<file path="config.mk">
export PLATFORM = sky130hd
export DESIGN_NAME = sp_mem_requester_flat
export DESIGN_NICKNAME = d
export VERILOG_FILES = /design/src/rtl/sp_mem_requester_if.sv /design/src/rtl/sp_mem_requester.sv /design/src/flat_wrapper.sv
export SDC_FILE = /design/constraint.sdc
export NUM_CORES = 1
export LEC_CHECK = 0
export ABC_AREA = 1
export CAP_MARGIN = 10
export CORE_AREA = 5 5 286 288
export DETAILED_ROUTE_END_ITERATION = 7
export DIE_AREA = 0 0 291 293
export HOLD_SLACK_MARGIN = 0.15
export PLACE_DENSITY = 0.74
export REMOVE_ABC_BUFFERS = 1
export SLEW_MARGIN = 20
export SYNTH_ARGS = -nofsm -noshare
export SYNTH_HDL_FRONTEND = slang
export SYNTH_SLANG_ARGS = --single-unit
</file>
<file path="constraint.sdc">
create_clock -name CLK -period 5.2 [get_ports CLK]
set_input_delay 1.04 -clock CLK [delete_from_list [all_inputs] [get_ports CLK]]
set_output_delay 1.04 -clock CLK [all_outputs]
set_load 0.05 [all_outputs]
</file>
<file path="src/rtl/sp_mem_requester_if.sv">
// Bundle of the tile-command, tile-return and arbiter scratchpad signals of sp_mem_requester.
// The master modport is the requester side and the slave modport is its environment.
interface sp_mem_requester_if #(parameter int ADDR_W = 32);
  logic              cmd_valid;
  logic              cmd_ready;
  logic              cmd_op;
  logic [ADDR_W-1:0] cmd_addr;
  logic [255:0]      cmd_wdata;
  logic              tile_valid;
  logic              tile_ready;
  logic [255:0]      tile_data;
  logic              store_done;
  logic              err;
  logic              sLoad;
  logic [ADDR_W-1:0] load_addr;
  logic              sLoad_hit;
  logic [2:0]        sLoad_row;
  logic [63:0]       load_data;
  logic              sStore;
  logic [ADDR_W-1:0] store_addr;
  logic [63:0]       store_data;
  logic              sStore_hit;

  modport master (
    input  cmd_valid, cmd_op, cmd_addr, cmd_wdata, tile_ready,
    input  sLoad_hit, sLoad_row, load_data, sStore_hit,
    output cmd_ready, tile_valid, tile_data, store_done, err,
    output sLoad, load_addr, sStore, store_addr, store_data
  );

  modport slave (
    output cmd_valid, cmd_op, cmd_addr, cmd_wdata, tile_ready,
    output sLoad_hit, sLoad_row, load_data, sStore_hit,
    input  cmd_ready, tile_valid, tile_data, store_done, err,
    input  sLoad, load_addr, sStore, store_addr, store_data
  );
endinterface

</file>
<file path="src/rtl/sp_mem_requester.sv">
// Scratchpad-side initiator: moves one 4-row x 64-bit tile per command over sLoad/sStore.
// Optional watchdog enabled by defining SP_REQ_TIMEOUT_EN.
module sp_mem_requester #(
  parameter int ADDR_W         = 32,
  parameter int ROW_STRIDE     = 8,
  parameter int TIMEOUT_CYCLES = 1024
) (
  input logic              CLK,
  input logic              nRST,
  sp_mem_requester_if.master bus
);
  typedef enum logic [2:0] {IDLE, LOAD, TILE_OUT, STORE, STORE_GAP} state_t;

  state_t            state, state_nx;
  logic [ADDR_W-1:0] base;
  logic [255:0]      wtile, tbuf;
  logic [3:0]        hit_mask, new_mask;
  logic [1:0]        row, row_nx;
  logic              store_q, done_q, err_q;
  logic [ADDR_W-1:0] saddr_q;
  logic [63:0]       sdata_q;
  logic              accept, load_hit, final_hit, store_hit, timeout;

  assign accept    = (state == IDLE) && bus.cmd_valid;
  assign load_hit  = (state == LOAD) && bus.sLoad_hit && !bus.sLoad_row[2];
  assign new_mask  = hit_mask | (load_hit ? (4'b0001 << bus.sLoad_row[1:0]) : 4'b0000);
  assign final_hit = load_hit && (&new_mask);
  assign store_hit = (state == STORE) && bus.sStore_hit;
  assign row_nx    = row + 2'd1;

`ifdef SP_REQ_TIMEOUT_EN
  localparam int CW = $clog2(TIMEOUT_CYCLES + 1);
  logic [CW-1:0] cnt;
  logic          busy, any_hit;

  assign busy    = (state == LOAD) || (state == STORE);
  assign any_hit = ((state == LOAD) && bus.sLoad_hit) || store_hit;
  // Fires on the last permitted cycle so the state leaves exactly TIMEOUT_CYCLES cycles after entry.
  assign timeout = busy && !any_hit && (cnt == CW'(TIMEOUT_CYCLES - 1));

  always_ff @(posedge CLK or negedge nRST) begin
    if (!nRST)                 cnt <= '0;
    else if (!busy || any_hit) cnt <= '0;
    else                       cnt <= cnt + 1'b1;
  end
`else
  assign timeout = 1'b0;
`endif

  always_ff @(posedge CLK or negedge nRST) begin
    if (!nRST) state <= IDLE;
    else       state <= state_nx;
  end

  always_comb begin
    state_nx = state;
    unique case (state)
      IDLE:      if (accept) state_nx = bus.cmd_op ? STORE : LOAD;
      LOAD:      if (final_hit) state_nx = TILE_OUT;
                 else if (timeout) state_nx = IDLE;
      TILE_OUT:  if (bus.tile_ready) state_nx = IDLE;
      STORE:     if (store_hit) state_nx = (row == 2'd3) ? IDLE : STORE_GAP;
                 else if (timeout) state_nx = IDLE;
      STORE_GAP: state_nx = STORE;
      default:   state_nx = IDLE;
    endcase
  end

  // sLoad drops combinationally on the completing hit; the arbiter is already idle by then.
  always_comb begin
    bus.cmd_ready  = (state == IDLE);
    bus.tile_valid = (state == TILE_OUT);
    bus.sLoad      = (state == LOAD) && !final_hit;
  end

  assign bus.load_addr  = base;
  assign bus.tile_data  = tbuf;
  assign bus.sStore     = store_q;
  assign bus.store_addr = saddr_q;
  assign bus.store_data = sdata_q;
  assign bus.store_done = done_q;
  assign bus.err        = err_q;

  always_ff @(posedge CLK or negedge nRST) begin
    if (!nRST) begin
      base     <= '0;
      wtile    <= '0;
      tbuf     <= '0;
      hit_mask <= '0;
      row      <= '0;
      store_q  <= 1'b0;
      saddr_q  <= '0;
      sdata_q  <= '0;
      done_q   <= 1'b0;
      err_q    <= 1'b0;
    end else begin
      done_q <= store_hit && (row == 2'd3);
      if (timeout) begin
        err_q   <= 1'b1;
        store_q <= 1'b0;
      end
      if (accept) begin
        base     <= bus.cmd_addr;
        wtile    <= bus.cmd_wdata;
        hit_mask <= '0;
        row      <= '0;
        if (bus.cmd_op) begin
          store_q <= 1'b1;
          saddr_q <= bus.cmd_addr;
          sdata_q <= bus.cmd_wdata[63:0];
        end
      end
      if (load_hit) begin
        tbuf[{bus.sLoad_row[1:0], 6'b0} +: 64] <= bus.load_data;
        hit_mask <= new_mask;
      end
      // Next row's address/data load on the hit edge, ahead of the gap cycle.
      if (store_hit) begin
        store_q <= 1'b0;
        if (row != 2'd3) begin
          row     <= row_nx;
          saddr_q <= base + ADDR_W'(row_nx) * ADDR_W'(ROW_STRIDE);
          sdata_q <= wtile[{row_nx, 6'b0} +: 64];
        end
      end
      if (state == STORE_GAP) store_q <= 1'b1;
    end
  end
endmodule

</file>
<file path="src/flat_wrapper.sv">
// flat-port wrapper written by rule: the top's interface ports become plain ports
module sp_mem_requester_flat 
#(
  parameter int ADDR_W         = 32,
  parameter int ROW_STRIDE     = 8,
  parameter int TIMEOUT_CYCLES = 1024
)
  (CLK, nRST, bus_cmd_valid, bus_cmd_op, bus_cmd_addr, bus_cmd_wdata, bus_tile_ready, bus_sLoad_hit, bus_sLoad_row, bus_load_data, bus_sStore_hit, bus_cmd_ready, bus_tile_valid, bus_tile_data, bus_store_done, bus_err, bus_sLoad, bus_load_addr, bus_sStore, bus_store_addr, bus_store_data);
  sp_mem_requester_if #(.ADDR_W(ADDR_W)) bus_i ();
  input logic CLK;
  input logic nRST;
  input wire logic [$bits(bus_i.cmd_valid)-1:0] bus_cmd_valid;
  input wire logic [$bits(bus_i.cmd_op)-1:0] bus_cmd_op;
  input wire logic [$bits(bus_i.cmd_addr)-1:0] bus_cmd_addr;
  input wire logic [$bits(bus_i.cmd_wdata)-1:0] bus_cmd_wdata;
  input wire logic [$bits(bus_i.tile_ready)-1:0] bus_tile_ready;
  input wire logic [$bits(bus_i.sLoad_hit)-1:0] bus_sLoad_hit;
  input wire logic [$bits(bus_i.sLoad_row)-1:0] bus_sLoad_row;
  input wire logic [$bits(bus_i.load_data)-1:0] bus_load_data;
  input wire logic [$bits(bus_i.sStore_hit)-1:0] bus_sStore_hit;
  output wire logic [$bits(bus_i.cmd_ready)-1:0] bus_cmd_ready;
  output wire logic [$bits(bus_i.tile_valid)-1:0] bus_tile_valid;
  output wire logic [$bits(bus_i.tile_data)-1:0] bus_tile_data;
  output wire logic [$bits(bus_i.store_done)-1:0] bus_store_done;
  output wire logic [$bits(bus_i.err)-1:0] bus_err;
  output wire logic [$bits(bus_i.sLoad)-1:0] bus_sLoad;
  output wire logic [$bits(bus_i.load_addr)-1:0] bus_load_addr;
  output wire logic [$bits(bus_i.sStore)-1:0] bus_sStore;
  output wire logic [$bits(bus_i.store_addr)-1:0] bus_store_addr;
  output wire logic [$bits(bus_i.store_data)-1:0] bus_store_data;
  assign bus_i.cmd_valid = bus_cmd_valid;
  assign bus_i.cmd_op = bus_cmd_op;
  assign bus_i.cmd_addr = bus_cmd_addr;
  assign bus_i.cmd_wdata = bus_cmd_wdata;
  assign bus_i.tile_ready = bus_tile_ready;
  assign bus_i.sLoad_hit = bus_sLoad_hit;
  assign bus_i.sLoad_row = bus_sLoad_row;
  assign bus_i.load_data = bus_load_data;
  assign bus_i.sStore_hit = bus_sStore_hit;
  assign bus_cmd_ready = bus_i.cmd_ready;
  assign bus_tile_valid = bus_i.tile_valid;
  assign bus_tile_data = bus_i.tile_data;
  assign bus_store_done = bus_i.store_done;
  assign bus_err = bus_i.err;
  assign bus_sLoad = bus_i.sLoad;
  assign bus_load_addr = bus_i.load_addr;
  assign bus_sStore = bus_i.sStore;
  assign bus_store_addr = bus_i.store_addr;
  assign bus_store_data = bus_i.store_data;
  sp_mem_requester #(.ADDR_W(ADDR_W), .ROW_STRIDE(ROW_STRIDE), .TIMEOUT_CYCLES(TIMEOUT_CYCLES)) u_core (.CLK(CLK), .nRST(nRST), .bus(bus_i));
endmodule
</file>
# After elaboration in Yosys (flattened, before gate mapping)
# Index checks and enable logic that the tools add are counted.
[op_classes]
n_mux = 26
n_eq_ne = 10
bitwise_logic = 1
n_reduce_logical = 16
shifts = 4
n_addsub = 3
[ops]
columns = ["operator", "n"]
rows = [
  ["256-bit bitwise mux", 1],
  ["64-bit 2-to-1 mux", 4],
  ["64-bit by 10-bit variable shift with 256-bit output (first input constant)", 1],
  ["256-bit by 9-bit indexed part select with 64-bit output", 1],
  ["64-bit by 10-bit indexed part select with 256-bit output", 1],
  ["32-bit 2-to-1 mux", 4],
  ["32-bit by 5-bit adder with 32-bit output", 1],
  ["3-bit 2-to-1 mux", 5],
  ["3-bit one-hot mux with 5 select lines", 1],
  ["4-bit 2-to-1 mux", 3],
  ["8-bit negator with 10-bit output", 1],
  ["2-bit 2-to-1 mux", 4],
  ["4-bit AND reduction", 2],
  ["1-bit logical AND", 7],
  ["3-bit by 2-bit == test with 1-bit output (second input constant)", 2],
  ["2-bit by 1-bit inequality test with 1-bit output (second input constant)", 3],
  ["3-bit nonzero test", 2],
  ["1-bit 2-to-1 mux", 4],
  ["2-bit inequality test (second input constant)", 2],
  ["4-bit bitwise OR", 1],
  ["1-bit by 2-bit << shifter with 4-bit output (first input constant)", 1],
  ["3-bit by 1-bit == test with 1-bit output (second input constant)", 1],
  ["3-bit == test (second input constant)", 1],
  ["3-bit zero test", 1],
  ["5 further kinds", 6],
]
[totals]
output_inout_bits = 390
inputBits = 362
regBits = 651
wordCells = 70

# Logic depth before layout (Yosys ltp)
# Gate-level depths: netlist of run 1.
[depth]
depth_word = 9
depth_mapped = 16
ltp_nobuf = 13

# Worst setup path after synthesis of run 1
# OpenSTA, ideal clock, no wires.
[synth_path]
path_kind = "input to output"
start = "in bus_sLoad_row[0]"
end = "out bus_sLoad"
path_buffers = 2
required_time_ns = 4.160
cell_stages = 7
setup_slack_ns = 1.663
arrival_ns = 2.497
path_cell_list = "buf_2 -> inv_1 -> ha_1 -> clkbuf_1 -> o211ai_1 -> o21ai_0 -> inv_1"
[synth_between]
elab_chain_cells = 7
[synth_lines]
columns = ["element", "line", "rtl"]
rows = [
  ["start, declared", "flat_wrapper.sv:18", "input wire logic [$bits(bus_i.sLoad_row)-1:0] bus_sLoad_row;"],
  ["1-bit by 2-bit << shifter with 4-bit output", "sp_mem_requester.sv:26", "assign new_mask = hit_mask | (load_hit ? (4'b0001 << bus.sLoad_row[1:0]) : 4'b0000);"],
  ["4-bit 2-to-1 mux", "sp_mem_requester.sv:26", ""],
  ["4-bit bitwise OR", "sp_mem_requester.sv:26", ""],
  ["4-bit AND reduction", "sp_mem_requester.sv:27", "assign final_hit = load_hit && (&new_mask);"],
  ["1-bit logical AND", "sp_mem_requester.sv:27", ""],
  ["1-bit zero test", "sp_mem_requester.sv:73", "bus.sLoad = (state == LOAD) && !final_hit;"],
  ["1-bit logical AND", "sp_mem_requester.sv:73", ""],
  ["end, declared", "flat_wrapper.sv:26", "output wire logic [$bits(bus_i.sLoad)-1:0] bus_sLoad;"],
]
# Every way passes these cells.

# Final worst setup path of run 1
[layout_path]
start = "in bus_sLoad_hit"
end = "out bus_sLoad"
[layout_between]
elab_chain_cells = 8
[layout_lines]
columns = ["element", "line", "rtl"]
rows = [
  ["start, declared", "flat_wrapper.sv:17", "input wire logic [$bits(bus_i.sLoad_hit)-1:0] bus_sLoad_hit;"],
  ["1-bit logical AND * (2 in series)", "sp_mem_requester.sv:25", "assign load_hit = (state == LOAD) && bus.sLoad_hit && !bus.sLoad_row[2];"],
  ["4-bit 2-to-1 mux", "sp_mem_requester.sv:26", ""],
  ["4-bit bitwise OR", "sp_mem_requester.sv:26", ""],
  ["4-bit AND reduction", "sp_mem_requester.sv:27", ""],
  ["1-bit logical AND *", "sp_mem_requester.sv:27", ""],
  ["1-bit zero test *", "sp_mem_requester.sv:73", ""],
  ["1-bit logical AND *", "sp_mem_requester.sv:73", ""],
]
# Every way passes the cells marked *; elsewhere a longest branch is shown, timed or not.

==> impl_results.md, run 1 <==
* Run status: completed
* TritonCTS buffer count at 75
* Max-slew headroom at 0.334
* WHS Path Cells at 2
* Reg-to-Reg Start: u_core.row[0]
* Power Density at a little under 600 nW/um2
* Max Cap Violations at 0
* Yosys reg bits at ~650
* Residual DRC count at 0
* Clock H-tree levels at 3
* Critical path's slowest cell: clkdlybuf4s50_1
* EDFF count, synth at 0
* Critical setup path kind: input port to primary output
* Fin crit share at 0.861
* Largest area contributor in the netlist: dfrtp_1
* Clock power frac at 0.240
* Syn Inst Count at 3605
* First-pass GRT wire length at 173000 um
* Wire per inst at approximately 21 um
* Total number of vias at around 28000
* GP Congestion at between 0.9 and 1
* Layout area overhead at 37.4%
* Pin count of the biggest net entering global routing at approximately 120
* CTS sink count at roughly 650
* Slew Limit Fails at 0
* Site Rows at approximately 100
* RSZ-0062 raised after global routing: false
* Internal power at between 10 and 15 mW
* Minimum clock period at roughly 4500 ps
* Synth Warn # at 0
* CTS tree: built
* Synth Cell Area at 29400 um2
* Initial DRC count at ~2500
* Area contributors post-synth: dfrtp_1 (55%), nand2_1 (16%), o21ai_0 (10%)
* Initial antenna violation count at 38
* Post-CTS sizing at 0
* Layout Skew at between 30 and 40 ps
* Net switching power at about 11 mW
* R2R setup slack at between 1500 and 2000 ps
* CTS max path bufs at 3
* CP startpoint kind: input port
* Placed cell count at around 5200
* WHS at 463 ps
* Async S/R FF share, synth at 1.00
* Top cells by count, synth: nand2_1 (1242), dfrtp_1 (651), o21ai_0 (604), inv_1 (256), nand3_1 (218)
* Chip height at 293 um
* Arr. time, crit path at approximately 3400 ps
* Antenna Nets Post-Route at 0
* CP max FO at 4
* Detailed Place HPWL at ~80000 um
* Global route total overflow at 0
* Comb power frac at 0.430
* Max frequency at between 0.2 and 0.25 GHz
* Final net count at 4601
* Slew at the pin closest to its max-slew limit at 999 ps
* Crit path largest cell delay at roughly 720 ps
* DRT Pass-1 Iters at 6
* Hold Startpoint: u_core.wtile[255]
* Min-Delay Endpoint: u_core.wtile[255]
* Final Hold Vio Count at 0
* Crit path cell chain: clkdlybuf4s50_1 > inv_1 > nor2_1 > nand4_1 > nand2_1 > nand2_1 > o21ai_0 > inv_1 > clkdlybuf4s50_1
* Yosys cell types at 39
* Syn_area_per_cell at slightly above 8 um2
* Min-delay worst type: register to register
* CTS clk-pin slew, worst paths at about 60 ps
* Critical Path RT at 4160 ps
* Final setup viols at 0
* Leak at 19.4 nW
* Main synth FF type: dfrtp_1
* Core Box Area at slightly below 80000 um2
* Worst flop-to-flop path endpoint: u_core.bus.store_addr[21]
* Vias in the first global route at ~28000
* Root Buffer: clkbuf_16
* Die width at between 200 and 300 um
* WL final at about 110000 um
* Clock Latency Late Sink at about 630 ps
* Power share of the sequential group at 0.330
* Crit end category: primary output
* Fraction of layout cells with a size suffix above 1 at 0.0469
* Yosys top cell area share at 0.554
* Vias per cell at ~5.3
* Total track usage at 0.259
* Switch share at 0.440
* Layout Cells excl Fill at 5359
* Top Ports at about 750
* Port Buf Inserts at 750
* Setup bufs post-CTS at 0
* Sequential cell area fraction in the yosys report at 0.554
* Most common cell in the netlist: nand2_1
* Die Area at roughly 85000 um2
* R2R depth at 13
* Total power at around 24 mW
* Post-CTS Hold Buffers at 0
* VDD IR max at a little under 0.4 mV
* Starting Density at 0.374
-- cell usage in the layout, fill, tap and decap left out, types with 23 or more instances in the layout --
cell,Yosys,routed
nand2_1,1242,1241
clkdlybuf4s50_1,0,748
dfrtp_1,651,650
o21ai_0,604,604
inv_1,256,252
nand3_1,218,218
nor2_1,121,119
clkbuf_16,0,75
a21oi_1,67,67
o211ai_1,40,40
buf_4,11,38
o21ai_1,37,37
o221ai_1,27,27
nand4_1,27,27
diode_2,0,23
-- sequential cells by signal, indices dropped and copies added, names as in the netlist --
register               flops
u_core.wtile             256
u_core.bus.load_addr      32
u_core.bus.store_addr     32
u_core.bus.tile_data     256
u_core.state               3
u_core.bus.sStore          1
u_core.hit_mask            4
u_core.row                 2
u_core.bus.store_data     64
u_core.bus.store_done      1
-- final cells by class --
type,instances,area [um2]
clock inverters,32,578
multi-input cells,2440,11000
repair buffers,801,8050
flip-flops and latches,651,16300
well taps,1050,1310
clock buffers,103,2110
diodes,23,57.6
inverters,259,976
fillers,7162,38200
-- layer usage --
layer / vias to the layer above / track usage / part of all wire
met5: - / 0 / 0.0013
met4: 20 / 0.129 / 0.053
met3: 299 / 0.0715 / 0.096
met2: 1412 / 0.418 / 0.47
met1: 13500 / 0.322 / 0.38
li1: 12900 / - / -
-- how the worst max path moves through the flow --
stage,startpoint,endpoint,slack [ps],depth (start not counted)
after detailed placement,bus_sLoad_hit,bus_sLoad,720,9
after global routing,bus_sLoad_hit,bus_sLoad,580,9
final,bus_sLoad_hit,bus_sLoad,720,9
after floorplan,u_core.row[0],u_core.bus.store_addr[23],-1320,11
after global placement,bus_sLoad_hit,bus_sLoad,760,9
after CTS,bus_sLoad_hit,bus_sLoad,710,9
-- worst max-delay path, delay by kind of cell --
| kind | cells | cell delay, ps |
|---|---|---|
| AOI/OAI and AO/OA | 1 | 450 |
| buffers and inverters | 4 | 1390 |
| and+or+nand+nor | 4 | 550 |
-- logic make-up (layout without fill, tap and decap cells) --
group                      after synthesis  after routing  share of synthesized area
adders and majority gates               11             11                    0.00494
and+or+nand+nor                       1635           1635                      0.224
buffers and inverters                  514           1195                     0.0727
xor gates and xnor gates                 7              7                    0.00209
AOI/OAI and AO/OA                      786            786                      0.142
other                                    1             24                   0.000128
DFF                                    651            651                      0.554
-- power groups by stage --
stage | Sequential, mW | Clock [mW] | Combinational [mW]
global route | 8.08 | 6.02 | 11.1
detailed placement | 7.92 | 0 | 10.3
CTS | 7.86 | 5.81 | 10.3
global placement | 7.88 | 0 | 10.1
finish | 7.89 | 5.73 | 10.3
floorplan | 10.5 | 0 | 3.68
-- per-stage QoR --
stage	util	setup WS [ps]	TNS, ps	area (um2)
2_1_floorplan	-	-1320	-74260	28200
3_3_place_gp	0.479	755	0	37700
3_5_place_dp	0.479	723	0	37700
4_1_cts	0.513	708	0	40300
5_1_grt	0.514	583	0	40400
6_report	0.514	723	0	40400
Note: power is estimated with default switching activity, not from simulation.
==> run 2, diff against run 1 <==
--- a/config.mk
+++ b/config.mk
@@ -7,11 +7,14 @@
 export LEC_CHECK = 0
 export ABC_AREA = 1
 export CAP_MARGIN = 10
-export CORE_AREA = 5 5 286 288
+export CELL_PAD_IN_SITES_DETAIL_PLACEMENT = 1
+export CELL_PAD_IN_SITES_GLOBAL_PLACEMENT = 2
+export CORE_MARGIN = 5
+export CORE_UTILIZATION = 30
 export DETAILED_ROUTE_END_ITERATION = 7
-export DIE_AREA = 0 0 291 293
 export HOLD_SLACK_MARGIN = 0.15
-export PLACE_DENSITY = 0.74
+export PLACE_DENSITY = 0.95
+export RECOVER_POWER = 100
 export REMOVE_ABC_BUFFERS = 1
 export SLEW_MARGIN = 20
 export SYNTH_ARGS = -nofsm -noshare
==> impl_results.md, run 2 (same netlist as run 1, synthesis figures left out) <==
* DRT Pass-1 Iters at 5 (-1)
* Antenna Nets Post-Route at 0 (unchanged)
* Starting Density at 0.303 (-0.0709)
* TritonCTS buffer count at 78 (+4.0%)
* # fillers at 11600 (+61%)
* Arr. time, crit path at 3600 ps (+160 ps)
* Crit path launch: bus_sLoad_row[1]
* Net switching power at 10.6 mW (+0.63%)
* Slew Limit Fails at 969 (+969)
* R2R setup slack at 740 ps (-1120 ps)
* Total power at 23.5 mW (-1.8%)
* Fin crit share at 0.893 (+0.0315)
* CTS max path bufs at 3 (unchanged)
* Fraction of layout cells with a size suffix above 1 at 0.0426 (-0.00428)
* Layout Cells excl Fill at 5593 (+4.4%)
* Total track usage at 0.233 (-0.0256)
* Site Rows at 114 (+11%)
* CP startpoint kind: input port
* Minimum clock period at 4640 ps (+164 ps)
* Placed cell count at 5429 (+4.4%)
* Critical setup path kind: input port to primary output
* CTS sink count at 651 (unchanged)
* Power share of the sequential group at 0.337 (+0.007)
* Critical Path RT at 4160 ps (about the same)
* Port Buf Inserts at 750 (unchanged)
* VDD IR max at 0.268 mV (-32%)
* Die Area at 104000 um2 (+22%)
* Clock Latency Late Sink at 650 ps (+20 ps)
* Min-delay worst type: register to register
* Chip height at 323 um (+10%)
* Detailed Place HPWL at 86100 um (+8.2%)
* Pin count of the biggest net entering global routing at 178 (+53%)
* Reg-to-Reg Start: u_core.state[0]
* Setup bufs post-CTS at 0 (unchanged)
* Power Density at 581 nW/um2 (-1.7%)
* Hold Startpoint: u_core.wtile[105]
* Post-CTS sizing at 0 (unchanged)
* Setup TNS at 0 ps (unchanged)
* CTS clk-pin slew, worst paths at 60 ps (about the same)
* Min-Delay Endpoint: u_core.wtile[105]
* R2R depth at 9 (-4)
* Initial antenna violation count at 34 (-11%)
* Clock H-tree levels at 3 (unchanged)
* Global route total overflow at 0 (unchanged)
* Top Ports at 752 (unchanged)
* Post-CTS Hold Buffers at 0 (unchanged)
* Vias in the first global route at 29600 (+6.9%)
* Final Hold Vio Count at 0 (unchanged)
* Final setup viols at 0 (unchanged)
* Max-slew headroom at -1.02 (-1.35)
* WHS at 464 ps (+0.574 ps)
* Slew at the pin closest to its max-slew limit at 3020 ps (+2030 ps)
* Max frequency at 0.215 GHz (-3.5%)
* Failing checks: max-capacitance violations, max-slew violations
* Residual DRC count at 0 (unchanged)
* WHS Path Cells at 2 (unchanged)
* Run status: finished with violations
* Die width at 323 um (+11%)
* Root Buffer: clkbuf_16
* RSZ-0062 raised after global routing: false
* Final net count at 4607 (+0.13%)
* Vias per cell at 5.04 (-4.2%)
* CTS tree: built
* GP Congestion at 0.870 (-5.7%)
* Internal power at 12.9 mW (-3.7%)
* Most common cell after layout, fill and taps aside: nand2_1
* Max Cap Violations at 14 (+14)
* Core Util, Final at 0.416 (-0.0976)
* Leak at 20.3 nW (+4.4%)
* Comb power frac at 0.427 (-0.003)
* Layout Skew at 28.5 ps (-10.5 ps)
* Core Box Area at 97000 um2 (+23%)
* Worst flop-to-flop path endpoint: u_core.bus.store_data[12]
* Commonest non-fill, non-tap cells in the layout: nand2_1 (1244), dfrtp_1 (650), o21ai_0 (632)
* First-pass GRT wire length at 187000 um (+8.3%)
* Area of the multi-input gates at 10900 um2 (-0.70%)
* Crit end category: primary output
* Wire per inst at 22.5 um (+5.0%)
* Initial DRC count at 1852 (-25%)
* Layout area overhead at 37.4% (about the same)
* CP max FO at 4 (unchanged)
* Total number of vias at 28200 (+0.011%)
* Sequential Area at 16300 um2 (unchanged)
* WL final at 126000 um (+9.6%)
* Clock power frac at 0.236 (-0.004)
* Switch share at 0.451 (+0.0108)
run 2: cell types whose count changed in the layout (fill, tap and decap cells not counted), sizes merged:
| cell | delta |
|---|---|
| clkdlybuf4s50 | -391 |
| dlygate4sd3 | +391 |
| clkbuf | +32 |
| buf | -19 |
| bufinv | -8 |
| clkinv | +4 |
| clkinvlp | -4 |
| inv | +2 |
| clkdlybuf4s25 | +1 |
run 2: critical path: stages:
cell and delay (ps):
dlygate4sd3_1 610, inv_1 170, ha_1 180, nand4_1 140
nand2_1 100, nand2_1 50, o21ai_0 390, inv_1 140
dlygate4sd3_1 790
run 2: worst max path at each step:
stage	cells past startpoint	slack, ps	end
after global placement	9	840	bus_sLoad
after detailed placement	9	760	bus_sLoad
after CTS	9	730	bus_sLoad
after floorplan	11	-1320	u_core.bus.store_addr[23]
after global routing	9	310	u_core.bus.store_data[52]
final	9	560	bus_sLoad
run 2: power by group through the flow:
stage                     sequential [mW]  clock (mW)  combinational (mW)
after floorplan                      10.5           0                3.68
after global placement               7.93           0                10.1
after detailed placement             8.00           0                10.4
after CTS                            7.94        5.65                10.5
after global routing                 8.12        5.86                10.9
final                                7.92        5.53                10.0
run 2: final cells by class:
class	instances	area share
diodes	23	0.00143
multi-input cells	2440	0.271
inverters	259	0.0241
clock buffers	114	0.0572
flip-flops and latches	651	0.404
repair buffers	804	0.197
well taps	1276	0.0395
clock inverters	26	0.00613
run 2: layer usage:
metal | up-vias | wire, um | global-route usage
li1 | 12900 | - | -
met1 | 14000 | 49100 | 0.282
met2 | 891 | 60900 | 0.382
met3 | 305 | 7790 | 0.0514
met4 | 18 | 7870 | 0.141
met5 | - | 126 | 0
run 2: through the flow:
step / area, um2 / setup WS [ps]
after detailed placement: 38000 / 760
after floorplan: 28200 / -1320
after CTS: 40500 / 729
final: 40400 / 559
after global placement: 38000 / 845
after global routing: 40400 / 306
